==> src/rtl/centroid_stream_if.sv <==
// ============================================================================
//  Module      : centroid_stream_if
//  Description : Bus bundle for centroid_stream. Carries the binarised video
//                input (de/hsync/vsync/mask) and the per-frame result
//                (x/y/area/valid/found/dropped).
//                Optional bounding-box outputs exist when CENTROID_BBOX_EN
//                is defined.
//  Modports    : master - video source / result consumer
//                slave  - centroid unit (video sink / result producer)
//  Revision    : 1.0 - initial release
// ============================================================================
`default_nettype none

interface centroid_stream_if #(
    parameter int COORD_W = 11,
    parameter int A_W     = 13
);
    // video input
    logic               de;
    logic               hsync;
    logic               vsync;
    logic               mask;
    // frame result
    logic [COORD_W-1:0] x;
    logic [COORD_W-1:0] y;
    logic [A_W-1:0]     area;
    logic               valid;
    logic               found;
    logic               dropped;
`ifdef CENTROID_BBOX_EN
    logic [COORD_W-1:0] x_min;
    logic [COORD_W-1:0] x_max;
    logic [COORD_W-1:0] y_min;
    logic [COORD_W-1:0] y_max;
`endif

    modport master (
        output de, hsync, vsync, mask,
        input  x, y, area, valid, found, dropped
`ifdef CENTROID_BBOX_EN
        , input x_min, x_max, y_min, y_max
`endif
    );

    modport slave (
        input  de, hsync, vsync, mask,
        output x, y, area, valid, found, dropped
`ifdef CENTROID_BBOX_EN
        , output x_min, x_max, y_min, y_max
`endif
    );
endinterface

`default_nettype wire

==> src/rtl/centroid_stream.sv <==
// ============================================================================
//  Module      : centroid_stream
//  Description : Streaming binary-mask centroid unit. Accumulates area (m00)
//                and first moments (m10, m01) over a frame, snapshots them at
//                end of frame (vsync rising edge) and divides with two
//                parallel restoring dividers (one quotient bit per cycle).
//                A one-cycle valid strobe presents x/y/area/found/dropped.
//  Ports       : clk  - pixel clock (rising edge)
//                rst  - synchronous active-high reset
//                ce   - clock enable, ce=0 freezes all state
//                bus  - centroid_stream_if.slave (video in, result out)
//  Option      : CENTROID_BBOX_EN - adds x_min/x_max/y_min/y_max tracking
//  Revision    : 1.0 - initial release
// ============================================================================
`default_nettype none

module centroid_stream #(
    parameter int IMG_W    = 64,
    parameter int IMG_H    = 64,
    parameter int COORD_W  = 11,
    parameter int MIN_AREA = 1
) (
    input  logic               clk,
    input  logic               rst,
    input  logic               ce,
    centroid_stream_if.slave   bus
);
    localparam int A_W  = $clog2(IMG_W * IMG_H + 1);
    localparam int M_W  = A_W + COORD_W;
    localparam int IT_W = $clog2(COORD_W + 1);

    localparam logic [COORD_W-1:0] c_x_last    = COORD_W'(IMG_W - 1);
    localparam logic [COORD_W-1:0] c_y_last    = COORD_W'(IMG_H - 1);
    localparam logic [IT_W-1:0]    c_last_iter = IT_W'(COORD_W - 1);
    localparam logic [A_W-1:0]     c_min_area  = A_W'(MIN_AREA);

    typedef enum logic [1:0] {
        S_IDLE  = 2'd0,
        S_CHECK = 2'd1,
        S_DIV   = 2'd2,
        S_DONE  = 2'd3
    } state_t;

    state_t r_state;
    state_t w_state_nxt;

    logic               r_prev_vsync;
    logic [COORD_W-1:0] r_x_pos;
    logic [COORD_W-1:0] r_y_pos;
    logic [A_W-1:0]     r_m00;
    logic [M_W-1:0]     r_m10;
    logic [M_W-1:0]     r_m01;
    logic [A_W-1:0]     r_s00;
    logic [M_W-1:0]     r_s10;
    logic [M_W-1:0]     r_s01;
    logic [A_W-1:0]     r_rem_x;
    logic [A_W-1:0]     r_rem_y;
    logic [COORD_W-1:0] r_q_x;
    logic [COORD_W-1:0] r_q_y;
    logic [IT_W-1:0]    r_iter;

    logic               w_eof;
    logic               w_busy;
    logic               w_pix;
    logic               w_small;
    logic               w_last;
    logic               w_unused_hsync;

    assign w_eof          = bus.vsync & ~r_prev_vsync;
    assign w_busy         = (r_state != S_IDLE);
    // vsync high holds the scan in reset, so no pixel is counted then
    assign w_pix          = bus.de & ~bus.vsync & bus.mask;
    assign w_small        = (r_s00 < c_min_area);
    assign w_last         = (r_iter == c_last_iter);
    assign w_unused_hsync = bus.hsync;
    assign bus.valid      = (r_state == S_DONE);

    // ------------------------------------------------------------------
    // Restoring divider step. The low dividend bits sit in r_q_* and are
    // shifted out MSB first while quotient bits are shifted in. The
    // partial remainder is always < divisor, so the trial value fits in
    // A_W+1 bits and the difference fits in A_W bits.
    // ------------------------------------------------------------------
    logic [A_W:0]       w_trial_x, w_trial_y;
    logic               w_ge_x, w_ge_y;
    logic [A_W-1:0]     w_rem_x_nxt, w_rem_y_nxt;
    logic [COORD_W-1:0] w_q_x_nxt, w_q_y_nxt;

    assign w_trial_x   = {r_rem_x, r_q_x[COORD_W-1]};
    assign w_trial_y   = {r_rem_y, r_q_y[COORD_W-1]};
    assign w_ge_x      = (w_trial_x >= {1'b0, r_s00});
    assign w_ge_y      = (w_trial_y >= {1'b0, r_s00});
    assign w_rem_x_nxt = w_ge_x ? (w_trial_x[A_W-1:0] - r_s00) : w_trial_x[A_W-1:0];
    assign w_rem_y_nxt = w_ge_y ? (w_trial_y[A_W-1:0] - r_s00) : w_trial_y[A_W-1:0];
    assign w_q_x_nxt   = {r_q_x[COORD_W-2:0], w_ge_x};
    assign w_q_y_nxt   = {r_q_y[COORD_W-2:0], w_ge_y};

    // ------------------------------------------------------------------
    // FSM
    // ------------------------------------------------------------------
    always_ff @(posedge clk) begin
        if (rst) begin
            r_state <= S_IDLE;
        end else if (ce) begin
            r_state <= w_state_nxt;
        end
    end

    always_comb begin
        w_state_nxt = r_state;
        case (r_state)
            S_IDLE:  if (w_eof) w_state_nxt = S_CHECK;
            S_CHECK: w_state_nxt = w_small ? S_DONE : S_DIV;
            S_DIV:   if (w_last) w_state_nxt = S_DONE;
            S_DONE:  w_state_nxt = S_IDLE;
            default: w_state_nxt = S_IDLE;
        endcase
    end

    // ------------------------------------------------------------------
    // Scan, accumulation, snapshot, division and result registers
    // ------------------------------------------------------------------
    always_ff @(posedge clk) begin
        if (rst) begin
            r_prev_vsync <= 1'b0;
            r_x_pos      <= '0;
            r_y_pos      <= '0;
            r_m00        <= '0;
            r_m10        <= '0;
            r_m01        <= '0;
            r_s00        <= '0;
            r_s10        <= '0;
            r_s01        <= '0;
            r_rem_x      <= '0;
            r_rem_y      <= '0;
            r_q_x        <= '0;
            r_q_y        <= '0;
            r_iter       <= '0;
            bus.x        <= '0;
            bus.y        <= '0;
            bus.area     <= '0;
            bus.found    <= 1'b0;
            bus.dropped  <= 1'b0;
        end else if (ce) begin
            r_prev_vsync <= bus.vsync;

            if (bus.vsync) begin
                r_x_pos <= '0;
                r_y_pos <= '0;
            end else if (bus.de) begin
                if (r_x_pos == c_x_last) begin
                    r_x_pos <= '0;
                    r_y_pos <= (r_y_pos == c_y_last) ? '0 : r_y_pos + COORD_W'(1);
                end else begin
                    r_x_pos <= r_x_pos + COORD_W'(1);
                end
            end

            if (w_eof) begin
                r_m00 <= '0;
                r_m10 <= '0;
                r_m01 <= '0;
            end else if (w_pix) begin
                r_m00 <= r_m00 + A_W'(1);
                r_m10 <= r_m10 + M_W'(r_x_pos);
                r_m01 <= r_m01 + M_W'(r_y_pos);
            end

            if (w_eof && !w_busy) begin
                r_s00 <= r_m00;
                r_s10 <= r_m10;
                r_s01 <= r_m01;
            end

            // a new drop takes priority over the post-strobe clear
            if (w_eof && w_busy) begin
                bus.dropped <= 1'b1;
            end else if (r_state == S_DONE) begin
                bus.dropped <= 1'b0;
            end

            if (r_state == S_CHECK) begin
                if (w_small) begin
                    bus.found <= 1'b0;
                    bus.area  <= r_s00;
                end else begin
                    r_rem_x <= r_s10[M_W-1:COORD_W];
                    r_rem_y <= r_s01[M_W-1:COORD_W];
                    r_q_x   <= r_s10[COORD_W-1:0];
                    r_q_y   <= r_s01[COORD_W-1:0];
                    r_iter  <= '0;
                end
            end

            if (r_state == S_DIV) begin
                r_rem_x <= w_rem_x_nxt;
                r_rem_y <= w_rem_y_nxt;
                r_q_x   <= w_q_x_nxt;
                r_q_y   <= w_q_y_nxt;
                r_iter  <= r_iter + IT_W'(1);
                if (w_last) begin
                    bus.x     <= w_q_x_nxt;
                    bus.y     <= w_q_y_nxt;
                    bus.area  <= r_s00;
                    bus.found <= 1'b1;
                end
            end
        end
    end

`ifdef CENTROID_BBOX_EN
    // ------------------------------------------------------------------
    // Bounding box over mask pixels, following the moment pipeline
    // ------------------------------------------------------------------
    logic [COORD_W-1:0] r_bx_min, r_bx_max, r_by_min, r_by_max;
    logic [COORD_W-1:0] r_sx_min, r_sx_max, r_sy_min, r_sy_max;

    always_ff @(posedge clk) begin
        if (rst) begin
            r_bx_min  <= '1;
            r_bx_max  <= '0;
            r_by_min  <= '1;
            r_by_max  <= '0;
            r_sx_min  <= '1;
            r_sx_max  <= '0;
            r_sy_min  <= '1;
            r_sy_max  <= '0;
            bus.x_min <= '1;
            bus.x_max <= '0;
            bus.y_min <= '1;
            bus.y_max <= '0;
        end else if (ce) begin
            if (w_eof) begin
                r_bx_min <= '1;
                r_bx_max <= '0;
                r_by_min <= '1;
                r_by_max <= '0;
            end else if (w_pix) begin
                if (r_x_pos < r_bx_min) r_bx_min <= r_x_pos;
                if (r_x_pos > r_bx_max) r_bx_max <= r_x_pos;
                if (r_y_pos < r_by_min) r_by_min <= r_y_pos;
                if (r_y_pos > r_by_max) r_by_max <= r_y_pos;
            end

            if (w_eof && !w_busy) begin
                r_sx_min <= r_bx_min;
                r_sx_max <= r_bx_max;
                r_sy_min <= r_by_min;
                r_sy_max <= r_by_max;
            end

            // frames below MIN_AREA report the empty box even if some
            // pixels were seen
            if (r_state == S_CHECK && w_small) begin
                bus.x_min <= '1;
                bus.x_max <= '0;
                bus.y_min <= '1;
                bus.y_max <= '0;
            end else if (r_state == S_DIV && w_last) begin
                bus.x_min <= r_sx_min;
                bus.x_max <= r_sx_max;
                bus.y_min <= r_sy_min;
                bus.y_max <= r_sy_max;
            end
        end
    end
`endif

endmodule

`default_nettype wire
==> src/flat_wrapper.sv <==
// flat-port wrapper written by rule: the top's interface ports become plain ports
module centroid_stream_flat 
#(
    parameter int IMG_W    = 64,
    parameter int IMG_H    = 64,
    parameter int COORD_W  = 11,
    parameter int MIN_AREA = 1
)
  (clk, rst, ce, bus_de, bus_hsync, bus_vsync, bus_mask, bus_x, bus_y, bus_area, bus_valid, bus_found, bus_dropped);
  centroid_stream_if #(.COORD_W(COORD_W)) bus_i ();
  input  logic clk;
  input  logic rst;
  input  logic ce;
  input wire logic [$bits(bus_i.de)-1:0] bus_de;
  input wire logic [$bits(bus_i.hsync)-1:0] bus_hsync;
  input wire logic [$bits(bus_i.vsync)-1:0] bus_vsync;
  input wire logic [$bits(bus_i.mask)-1:0] bus_mask;
  output wire logic [$bits(bus_i.x)-1:0] bus_x;
  output wire logic [$bits(bus_i.y)-1:0] bus_y;
  output wire logic [$bits(bus_i.area)-1:0] bus_area;
  output wire logic [$bits(bus_i.valid)-1:0] bus_valid;
  output wire logic [$bits(bus_i.found)-1:0] bus_found;
  output wire logic [$bits(bus_i.dropped)-1:0] bus_dropped;
  assign bus_i.de = bus_de;
  assign bus_i.hsync = bus_hsync;
  assign bus_i.vsync = bus_vsync;
  assign bus_i.mask = bus_mask;
  assign bus_x = bus_i.x;
  assign bus_y = bus_i.y;
  assign bus_area = bus_i.area;
  assign bus_valid = bus_i.valid;
  assign bus_found = bus_i.found;
  assign bus_dropped = bus_i.dropped;
  centroid_stream #(.IMG_W(IMG_W), .IMG_H(IMG_H), .COORD_W(COORD_W), .MIN_AREA(MIN_AREA)) u_core (.clk(clk), .rst(rst), .ce(ce), .bus(bus_i));
endmodule
==> config.mk <==
export PLATFORM = sky130hd
export DESIGN_NAME = centroid_stream_flat
export DESIGN_NICKNAME = d
export VERILOG_FILES = /design/src/rtl/centroid_stream_if.sv /design/src/rtl/centroid_stream.sv /design/src/flat_wrapper.sv
export SDC_FILE = /design/constraint.sdc
export NUM_CORES = 1
export LEC_CHECK = 0
export ABC_AREA = 1
export CAP_MARGIN = 15
export CORE_ASPECT_RATIO = 0.6
export CORE_MARGIN = 2
export CORE_UTILIZATION = 30
export CTS_CLUSTER_SIZE = 12
export DETAILED_ROUTE_END_ITERATION = 10
export GPL_ROUTABILITY_DRIVEN = 0
export GPL_TIMING_DRIVEN = 0
export HOLD_SLACK_MARGIN = 0.12
export SYNTH_ARGS = -nofsm -noshare
export SYNTH_HDL_FRONTEND = slang
export SYNTH_SLANG_ARGS = --single-unit
==> constraint.sdc <==
create_clock -name clk -period 3.8 [get_ports clk]
set_clock_uncertainty 0.15 [all_clocks]
set_input_delay 0.57 -clock clk [delete_from_list [all_inputs] [get_ports clk]]
set_output_delay 0.57 -clock clk [all_outputs]
set_load 0.1 [all_outputs]
# ---- Word-level counts from Yosys, hierarchy flattened
# Index checks and enable logic that the tools add are counted.
dict set report totals {
  register_bits 236
  out_inout_bits 38
  wordCells 107
}
dict set report classes {
  add_sub_neg 8
  order_cmp 3
  eq_ne 9
  muxes 44
  bitwise_logic 5
  reduce_logical 18
}
# cell n
set ops {}
lappend ops {{2-to-1 mux 13 bit} 14}
lappend ops {{2-to-1 mux 11 bit} 13}
lappend ops {{2-to-1 mux 24 bit} 4}
lappend ops {{adder 24 x 11 -> 24 bit} 2}
lappend ops {{>= comparator 14 x 13 -> 1 bit} 2}
lappend ops {{subtractor 13 bit} 2}
lappend ops {{adder 11 x 1 -> 11 bit (second input constant)} 2}
lappend ops {{equality test 11 x 6 -> 1 bit (second input constant)} 2}
lappend ops {{adder 13 x 1 -> 13 bit (second input constant)} 1}
lappend ops {{< comparator 13 x 1 -> 1 bit (second input constant)} 1}
lappend ops {{2-to-1 mux 4 bit} 3}
lappend ops {{AND reduction 3 bit} 4}
lappend ops {{nonzero test 2 bit} 6}
lappend ops {{one-hot mux 2 bit (4 select lines)} 1}
lappend ops {{AND reduction 2 bit} 4}
lappend ops {{2-to-1 mux 1 bit} 7}
lappend ops {{adder 4 x 1 -> 4 bit (second input constant)} 1}
lappend ops {{equality test 2 bit (second input constant)} 2}
lappend ops {{equality test 4 bit (second input constant)} 1}
lappend ops {{2-to-1 mux 2 bit} 2}
lappend ops {{inequality test 2 x 1 -> 1 bit (second input constant)} 2}
lappend ops {{AND 1 bit} 3}
lappend ops {{equality test 2 x 1 -> 1 bit (second input constant)} 1}
lappend ops {{logical AND 1 bit} 2}
lappend ops {{other kinds (4)} 5}

# ---- Depth between registers and ports, before layout
# Gate-level depths: netlist of the first run.
dict set report depth {
  ltp_word 5
  depth_mapped 14
  mapped_depth_nobuf 14
}

# ---- Worst setup path after synthesis of the first run
# Ideal clock, no wire load.
dict set report synth_timing {
  path_kind {register -> register}
  start {register u_core.r_s00[0]}
  end {register u_core.r_rem_x[10]}
  setup_time_ns 0.109
  arrival_time_ns 1.784
  required_time_ns 3.541
  path_slack_ns 1.757
  stages_incl_launch_ff 13
  period_less_slack_ns 2.043
  path_cell_list {dfxtp_1 > ha_1 > inv_1 > fa_1 > nand2_1 > nand3_1 > nand2_1 > nand3b_2 > buf_6 > nand3_1 > nand3_1 > nand2_1 > inv_1}
}
dict set report synth_via {
  elab_chain_len 3
  word_cells_on_any_way 7
}
# item line
set synth_lines {}
lappend synth_lines {{from (decl)} centroid_stream.sv:53} ;# logic [A_W-1:0] r_s00;
lappend synth_lines {{from (signal assigned)} centroid_stream.sv:170} ;# r_s00 <= r_m00;
lappend synth_lines {{< comparator 13 x 1 -> 1 bit, or another cell as far along} centroid_stream.sv:73} ;# assign w_small = (r_s00 < c_min_area);
lappend synth_lines {{inequality test 2 bit (no line) / 2-to-1 mux 13 bit (equally long branches)} --}
lappend synth_lines {{AND reduction 3 bit (no line) / 2-to-1 mux 13 bit (equally long branches)} --}
lappend synth_lines {{to (signal assigned)} centroid_stream.sv:187} ;# r_rem_x <= r_s10[M_W-1:COORD_W];
lappend synth_lines {{to (signal assigned)} centroid_stream.sv:196} ;# r_rem_x <= w_rem_x_nxt;
lappend synth_lines {{to (decl)} centroid_stream.sv:56} ;# logic [A_W-1:0] r_rem_x;
# Several ways; a longest one is shown, not always the timed one.
# A chain may end at the register's enable or synchronous reset.

# ---- Worst setup path in the final report of the first run
dict set report layout_timing {
  start {register u_core.r_state[0]}
  end {output port bus_valid}
}
dict set report layout_via {
  elab_chain_len 1
}
# item line
set layout_lines {}
lappend layout_lines {{from (decl)} centroid_stream.sv:44} ;# state_t r_state;
lappend layout_lines {{from (signal assigned)} centroid_stream.sv:105} ;# r_state <= w_state_nxt;
lappend layout_lines {{equality test 2 bit} centroid_stream.sv:76} ;# assign bus.valid = (r_state == S_DONE);
lappend layout_lines {{to (decl)} flat_wrapper.sv:21} ;# output wire logic [$bits(bus_i.valid)-1:0] bus_valid;
# Every way passes these cells.

==> summary.txt, run 1 <==
Power and ir drop
  – Net Sw Power: 0.00262 W
  – Pleak: 6.38 nW
  – Proportion of power drawn by combinational gates: 29.9%
  – Pwr/cell area: 484 nW/um^2
  – Design internal power: 0.00451 W
  – Worst voltage drop across the vdd grid: 0.308 mV
  – Proportion of total power due to net switching: 36.7%
  – Clock power share: 31.6%
  – Power share of the sequential group: 38.5%

Synthesis
  – Cell with the most instances after synthesis: sky130_fd_sc_hd__nand2_1
  – Number of synthesized register bits: 236
  – Average instance area after synthesis: 6.76 um^2
  – Proportion of synthesized flip-flops having asynchronous set or reset: 0%
  – Distinct cells, synth: 51
  – Post-synth EDFFs: 0
  – Ys Warns: 0
  – Syn Std Cell Area: 12900 um^2
  – Main synth FF type: sky130_fd_sc_hd__dfxtp_1
  – Area contributors post-synth: sky130_fd_sc_hd__dfxtp_1 37%, sky130_fd_sc_hd__nand2_1 11%, sky130_fd_sc_hd__nor2_1 8.1%
  – Cells after Synth: 1904
  – Largest area contributor in the netlist: sky130_fd_sc_hd__dfxtp_1
  – Net count of the mapped netlist: 1972
  – Proportion of synthesized chip area in sequential cells: 36.7%
  – Fraction of post-synthesis cell area in the top cell type by area: 36.7%
  – Ranking of synthesized cells by instance count: 381 x sky130_fd_sc_hd__nand2_1, 279 x sky130_fd_sc_hd__nor2_1, 236 x sky130_fd_sc_hd__dfxtp_1

Setup path
  – Slowest stage cell on the critical path: sky130_fd_sc_hd__clkdlybuf4s50_1
  – Worst reg2reg path endpoint: u_core.r_rem_x[6]
  – Critical-path cell list: ha_1 -> clkdlybuf4s50_1
  – Maximum fanout encountered on the critical timing path: 4
  – Critical path start-end classification: flip-flop to output pin
  – Slowest Stage Delay on Critical Path: 1150 ps
  – Setup slack, reg-to-reg: 1090 ps
  – Arrival time at the worst endpoint: 2330 ps
  – CP required: 3080 ps
  – Endpoint class of the critical path: output pin
  – Crit path max-delay family: buffers and inverters
  – R2R cell count: 11
  – Worst r2r src: u_core.r_s00[0]
  – Category of the worst setup path launch point: flip-flop
  – Worst path bufs/invs: 1

Global route
  – First-pass GRT wire length: 67900 um
  – Initial antenna violation count: 0
  – Total global-route track usage: 19.2%
  – Largest net degree at the start of global routing: 13
  – Via count of the first global-routing pass: 12000
  – Gr ovfl total: 0

Drt
  – Post-detailed-route count of antenna-violating nets: 0
  – Detailed Routing Iterations Pass 1: 6
  – DRT Wirelength: 43300 um
  – Detail-routed via count per cell: 5.14
  – Starting DRT DRC Count: 1451
  – Via Count: 13100
  – Number of remaining DRC errors: 0
  – Wirelength per Cell: 17.0 um

Clocking
  – Number of sinks on the clock net: 236
  – H-Tree Depth: 1
  – Cell chosen for the clock root: sky130_fd_sc_hd__clkbuf_16
  – Cts bufs inserted: 24
  – Clock Path Buffers: 3
  – TritonCTS clock tree: yes
  – Clock latency reported for the late side of the worst-skew pair: 540 ps
  – Post-CTS Setup Bufs: 0
  – CTS hold repair buffers: 0
  – PostCTS Resize Cnt: 0
  – Worst-path clk slew: 60 ps

Place
  – Count of buffers inserted at the top-level ports: 42
  – Worst setup timing slack at the placement stage: 870 ps
  – Post-detailed-placement half-perimeter wirelength: 33700 um
  – Number of cells in the design after placement: 2516
  – Total cell area at the placement stage: 14000 um^2

STA
  – Post-route minimum period: 3050 ps
  – Final worst-path cycle share: 80.2%
  – Count of endpoints failing hold in the final timing report: 0
  – Fmax achieved: 328 MHz
  – Post-route setup TNS: 0 ps
  – Slew @ Worst Pin: 993 ps
  – Unrepaired setup endpoints after global routing: false
  – Rel. slew slack: 33.6%
  – Final setup viols: 0
  – Worst slack on hold paths: 322 ps
  – Number of pins exceeding their max-slew limit in the final report: 0
  – Final setup slack of the worst path: 754 ps

Run
  – Reported max-cap violation count: 0

Floorplan
  – Row count: 58
  – # IOs: 45
  – Die Outline Area: 44700 um^2
  – Initial core utilization: 30.6%
  – Standard cell core area: 42100 um^2
  – Height of the die: 165 um
  – Overall die width: 271 um

Hold path
  – Path category of the worst min-delay check: flip-flop to flip-flop
  – Number of stages on the worst hold path: 2
  – Startpoint of the worst hold path: u_core.bus.dropped
  – End of the worst hold path: u_core.bus.dropped

Outcome
  – Result of the run: completed

Cells and area
  – Finished Layout Cells: 2553
  – Number of fillers in the final layout: 4493
  – Final design area excluding fillers: 14700 um^2
  – Area added between synthesis and finish: 14.3%
  – Number of nets in the layout: 2040
  – Share of post-route cells with drive strength above 1: 5.30%
==> through the flow <==
| step | total power (W) | utilization, % |
|---|---|---|
| floorplan | 0.00424 | - |
| global placement | 0.00481 | 33.3 |
| detailed placement | 0.00484 | 33.3 |
| CTS | 0.00710 | 35.0 |
| global route | 0.00749 | 35.0 |
| finish | 0.00713 | 35.0 |
==> flip-flops by register name (all words and copies together), names as in the netlist <==
| register | cells |
|---|---|
| u_core.r_m01 | 24 |
| u_core.r_m10 | 24 |
| u_core.r_s01 | 24 |
| u_core.r_s10 | 24 |
| u_core.bus.area | 13 |
| u_core.r_m00 | 13 |
| u_core.r_rem_x | 13 |
| u_core.r_rem_y | 13 |
| u_core.r_s00 | 13 |
| u_core.bus.x | 11 |
| u_core.bus.y | 11 |
| u_core.r_q_x | 11 |
| u_core.r_q_y | 11 |
| u_core.r_x_pos | 11 |
| u_core.r_y_pos | 11 |
| u_core.r_iter | 4 |
| u_core.r_state | 2 |
| u_core.bus.dropped | 1 |
| u_core.bus.found | 1 |
| u_core.r_prev_vsync | 1 |
==> power groups by stage <==
stage | Combinational, W | Sequential [W] | Clock (W)
finish | 0.00213 | 0.00274 | 0.00225
global route | 0.00235 | 0.00276 | 0.00238
CTS | 0.00206 | 0.00274 | 0.00230
detailed placement | 0.00205 | 0.00279 | 0
global placement | 0.00202 | 0.00279 | 0
floorplan | 0.00146 | 0.00278 | 0
==> routing by layer <==
layer,vias to the layer above,wire length [um],global-route usage [%]
met5,-,0,0
met4,0,556,2.82
met3,43,4740,4.41
met2,562,16000,25.8
met1,6110,22000,30.7
li1,6404,-,-
==> worst max-delay path by stage <==
stage / start / end / slack [ps] / cells past startpoint
floorplan: u_core.r_s00[0] / u_core.r_rem_x[10] / 1760 / 12
global placement: bus_vsync / u_core.r_m10[7] / 880 / 7
detailed placement: bus_vsync / u_core.r_m10[7] / 870 / 7
CTS: u_core.r_state[1] / bus_valid / 700 / 2
global route: u_core.r_state[1] / bus_valid / 680 / 2
finish: u_core.r_state[0] / bus_valid / 750 / 2
==> worst register-to-register path: stages, from the launching register on <==
cell and delay, ps:
sky130_fd_sc_hd__dfxtp_1 550, sky130_fd_sc_hd__ha_1 220, sky130_fd_sc_hd__inv_1 70, sky130_fd_sc_hd__fa_1 460, sky130_fd_sc_hd__nand2_1 110, sky130_fd_sc_hd__nand3_1 140, sky130_fd_sc_hd__nand2_1 130, sky130_fd_sc_hd__nand3b_2 250
sky130_fd_sc_hd__buf_6 250, sky130_fd_sc_hd__nand2_1 70, sky130_fd_sc_hd__nand3_1 90, sky130_fd_sc_hd__a21oi_1 140
==> layout make-up <==
cell class	instances	area, um^2	share of cell area [%]
Buffer	73	347	2.35
Tap cell	570	713	4.84
Multi-Input combinational cell	1396	7060	47.9
Clock buffer	35	692	4.70
Antenna cell	1	2.50	0.0170
Inverter	199	752	5.11
Timing Repair Buffer	42	420	2.86
Clock inverter	1	16.3	0.110
Sequential cell	236	4720	32.1
==> logic make-up (layout without fill, tap and decap cells) <==
kind of cell	after synthesis	after routing	share of synthesized area [%]
AOI/OAI and AO/OA	370	370	14.8
buffers and inverters	272	350	8.53
xor gates and xnor gates	14	14	0.952
and+or+nand+nor	951	951	32.9
DFF	236	236	36.7
adders and majority gates	61	61	6.16
other	0	1	0
==> cells in the final DEF, fill, tap and decap left out, types with 3 or more instances in the layout <==
cell type / n
sky130_fd_sc_hd__buf_2: 25
sky130_fd_sc_hd__xor2_1: 10
sky130_fd_sc_hd__buf_6: 3
sky130_fd_sc_hd__clkbuf_1: 45
sky130_fd_sc_hd__and2_1: 3
sky130_fd_sc_hd__buf_4: 5
sky130_fd_sc_hd__o21ai_0: 167
sky130_fd_sc_hd__or2_2: 6
sky130_fd_sc_hd__ha_1: 57
sky130_fd_sc_hd__nand4_1: 38
sky130_fd_sc_hd__nor3_1: 58
sky130_fd_sc_hd__nor2_2: 3
sky130_fd_sc_hd__nor2_4: 4
sky130_fd_sc_hd__fa_1: 4
sky130_fd_sc_hd__nand2_4: 3
sky130_fd_sc_hd__nand3b_1: 10
sky130_fd_sc_hd__nand2_2: 5
sky130_fd_sc_hd__inv_1: 194
sky130_fd_sc_hd__nor3b_2: 3
sky130_fd_sc_hd__nand3_1: 132
sky130_fd_sc_hd__o21ai_1: 5
sky130_fd_sc_hd__dfxtp_1: 236
sky130_fd_sc_hd__nand2_1: 381
sky130_fd_sc_hd__a211oi_1: 3
sky130_fd_sc_hd__a31oi_1: 4
sky130_fd_sc_hd__nor2_1: 279
sky130_fd_sc_hd__nor4_1: 4
sky130_fd_sc_hd__clkbuf_16: 24
sky130_fd_sc_hd__clkbuf_8: 5
sky130_fd_sc_hd__clkdlybuf4s50_1: 42
sky130_fd_sc_hd__xnor2_1: 4
sky130_fd_sc_hd__nor3b_1: 10
sky130_fd_sc_hd__a21oi_1: 180
No activity file was read; power rests on OpenSTA's default activity.
==> run 2, diff against run 1 <==
clock period = 2.93 ns   (was 3.8 ns; I/O delays follow)
==> summary.txt, run 2 (synthesis results as in run 1) <==
Hold path
  – Path category of the worst min-delay check: primary input to flip-flop
  – Startpoint of the worst hold path: rst

Place
  – Number of cells in the design after placement: 2516 (unchanged)
  – Count of buffers inserted at the top-level ports: 42 (unchanged)
  – Post-detailed-placement half-perimeter wirelength: 33700 um (unchanged)

Setup path
  – CP required: 3230 ps (+150 ps)
  – Critical path start-end classification: flip-flop to flip-flop
  – Endpoint class of the critical path: flip-flop
  – Maximum fanout encountered on the critical timing path: 10 (+6)
  – Worst r2r src: u_core.r_s00[0]
  – Start point of the critical path: u_core.r_s00[0]
  – Slowest stage cell on the critical path: sky130_fd_sc_hd__dfxtp_1
  – Arrival time at the worst endpoint: 3010 ps (+680 ps)
  – Slowest Stage Delay on Critical Path: 550 ps (-600 ps)
  – Category of the worst setup path launch point: flip-flop
  – Critical-path cell list: ha_1 -> inv_1 -> fa_1 -> nand2_1 -> nand3_1 -> nand2_1 -> nand3b_2 -> buf_6 -> nand2_1 -> nand3_1 -> a21oi_1
  – Setup slack, reg-to-reg: 220 ps (-870 ps)
  – Cell with the most instances on the worst path: sky130_fd_sc_hd__nand2_1
  – Crit path max-delay family: simple AND/OR/NAND/NOR gates
  – Worst path bufs/invs: 2 (+1)

Run
  – Reported max-cap violation count: 0 (unchanged)

Power and ir drop
  – Total power of the final layout: 0.00925 W (+30%)
  – Worst voltage drop across the vdd grid: 0.399 mV (+30%)
  – Pleak: 6.38 nW (about the same)
  – Pwr/cell area: 628 nW/um^2 (+30%)

Cells and area
  – Multi-input logic area: 7060 um^2 (unchanged)
  – Number of fillers in the final layout: 4494 (+0.022%)
  – Top library cells by usage in the layout, fill and taps aside: 381 x sky130_fd_sc_hd__nand2_1, 279 x sky130_fd_sc_hd__nor2_1, 236 x sky130_fd_sc_hd__dfxtp_1
  – Number of nets in the layout: 2040 (unchanged)
  – Most common cell after layout, fill and taps aside: sky130_fd_sc_hd__nand2_1
  – Finished Layout Cells: 2553 (unchanged)
  – Share of post-route cells with drive strength above 1: 5.30% (unchanged)
  – Reg area: 4720 um^2 (unchanged)
  – Area added between synthesis and finish: 14.3% (about the same)

STA
  – Post-route setup TNS: 0 ps (unchanged)
  – Fmax achieved: 369 MHz
  – Final setup viols: 0 (unchanged)
  – Unrepaired setup endpoints after global routing: false
  – Post-route minimum period: 2710 ps
  – Slew @ Worst Pin: 993 ps (unchanged)
  – Count of endpoints failing hold in the final timing report: 0 (unchanged)
  – Number of pins exceeding their max-slew limit in the final report: 0 (unchanged)
  – Final worst-path cycle share: 92.6%
  – Rel. slew slack: 33.6% (unchanged)

Drt
  – Via Count: 13100 (-0.12%)
  – Detail-routed via count per cell: 5.13 (-0.12%)
  – Number of remaining DRC errors: 0 (unchanged)
  – Post-detailed-route count of antenna-violating nets: 0 (unchanged)
  – DRT Wirelength: 43300 um (about the same)
  – Detailed Routing Iterations Pass 1: 6 (unchanged)
  – Wirelength per Cell: 16.9 um (about the same)
  – Starting DRT DRC Count: 1451 (unchanged)

Floorplan
  – Overall die width: 271 um (unchanged)
  – Die Outline Area: 44700 um^2 (unchanged)
  – Height of the die: 165 um (unchanged)
  – Standard cell core area: 42100 um^2 (unchanged)
  – # IOs: 45 (unchanged)
  – Initial core utilization: 30.6% (unchanged)
  – Row count: 58 (unchanged)

Global route
  – Gr ovfl total: 0 (unchanged)
  – Largest net degree at the start of global routing: 13 (unchanged)
  – Total global-route track usage: 19.2% (unchanged)
  – Initial antenna violation count: 0 (unchanged)
  – Via count of the first global-routing pass: 12000 (unchanged)
  – First-pass GRT wire length: 67900 um (unchanged)

Clocking
  – Number of sinks on the clock net: 236 (unchanged)
  – Cell chosen for the clock root: sky130_fd_sc_hd__clkbuf_16
  – H-Tree Depth: 1 (unchanged)
  – Worst-path clk slew: 60 ps (about the same)
  – Clock Path Buffers: 3 (unchanged)
  – Cts bufs inserted: 24 (unchanged)
  – TritonCTS clock tree: yes
  – Post-CTS Setup Bufs: 0 (unchanged)
  – Clock latency reported for the late side of the worst-skew pair: 540 ps (about the same)

Outcome
  – Result of the run: completed
run 2: cell count changes in the layout (fill, tap and decap cells not counted):
cell,change
sky130_fd_sc_hd__dlygate4sd2_1,+1
sky130_fd_sc_hd__clkdlybuf4s50_1,-1
run 2: per-layer routing:
metal	global-route usage, %	wire length, um	vias to the layer above
met3	4.41	4710	43
met4	2.82	556	0
met1	30.7	22000	6099
met2	25.8	16000	556
met5	0	0	-
li1	-	-	6405
run 2: final cells by class:
class	instances	share of cell area (%)
well taps	570	4.84
plain buffers	73	2.35
flip-flops and latches	236	32.1
diodes	1	0.0170
repair buffers	42	2.85
clock inverters	1	0.110
multi-input cells	1396	47.9
inverters	199	5.11
clock buffers	35	4.70
run 2: power by group:
group / internal [W] / total, W / leakage [nW] / switching (W)
clock network: 0.00162 / 0.00292 / 0.346 / 0.00131
registers: 0.00340 / 0.00356 / 1.91 / 0.000157
logic: 0.000832 / 0.00276 / 4.12 / 0.00193
total: 0.00585 / 0.00925 / 6.38 / 0.00340
run 2: timing repair:
action	CTS	global route
resized for setup	1	0
endpoints found under the hold margin	0	0
setup endpoints to repair	1	0
hold buffers	0	0
run 2: worst paths after layout:
kind | to | cells past startpoint
hold / removal | u_core.r_y_pos[4] | 3
setup reg to reg | u_core.r_rem_x[6] | 11
hold reg to reg | u_core.bus.dropped | 2
setup / recovery | u_core.r_rem_x[6] | 11
run 2: stage by stage:
step	util (%)	instance area, um^2	setup WS [ps]	hold slack [ps]
floorplan	-	12900	887	280
detailed placement	33.3	14000	130	312
CTS	35.0	14700	193	212
finish	35.0	14700	218	225
global placement	33.3	14000	138	308
global route	35.0	14700	17.8	287
run 2: tightest hold or removal path, cell delays in order:
cell                       delay, ps
sky130_fd_sc_hd__clkbuf_1        180
sky130_fd_sc_hd__a21oi_1         140
sky130_fd_sc_hd__and2_1          120
==> run 3, diff against run 2 <==
clock period = 3.35 ns   (was 2.93 ns; I/O delays follow)
==> results of run 3 <==
The final DEF is identical to that of run 1. Status: completed.
Main changes from that run: setup slack after placement 870 ps -> 487 ps; setup slack after layout 754 ps -> 371 ps; hold slack 322 ps -> 288 ps; register-to-register setup slack 1090 ps -> 640 ps; end point of the worst hold path u_core.bus.dropped -> u_core.r_y_pos[4]; total power 0.00713 W -> 0.00809 W; worst IR drop on VDD 0.308 mV -> 0.349 mV
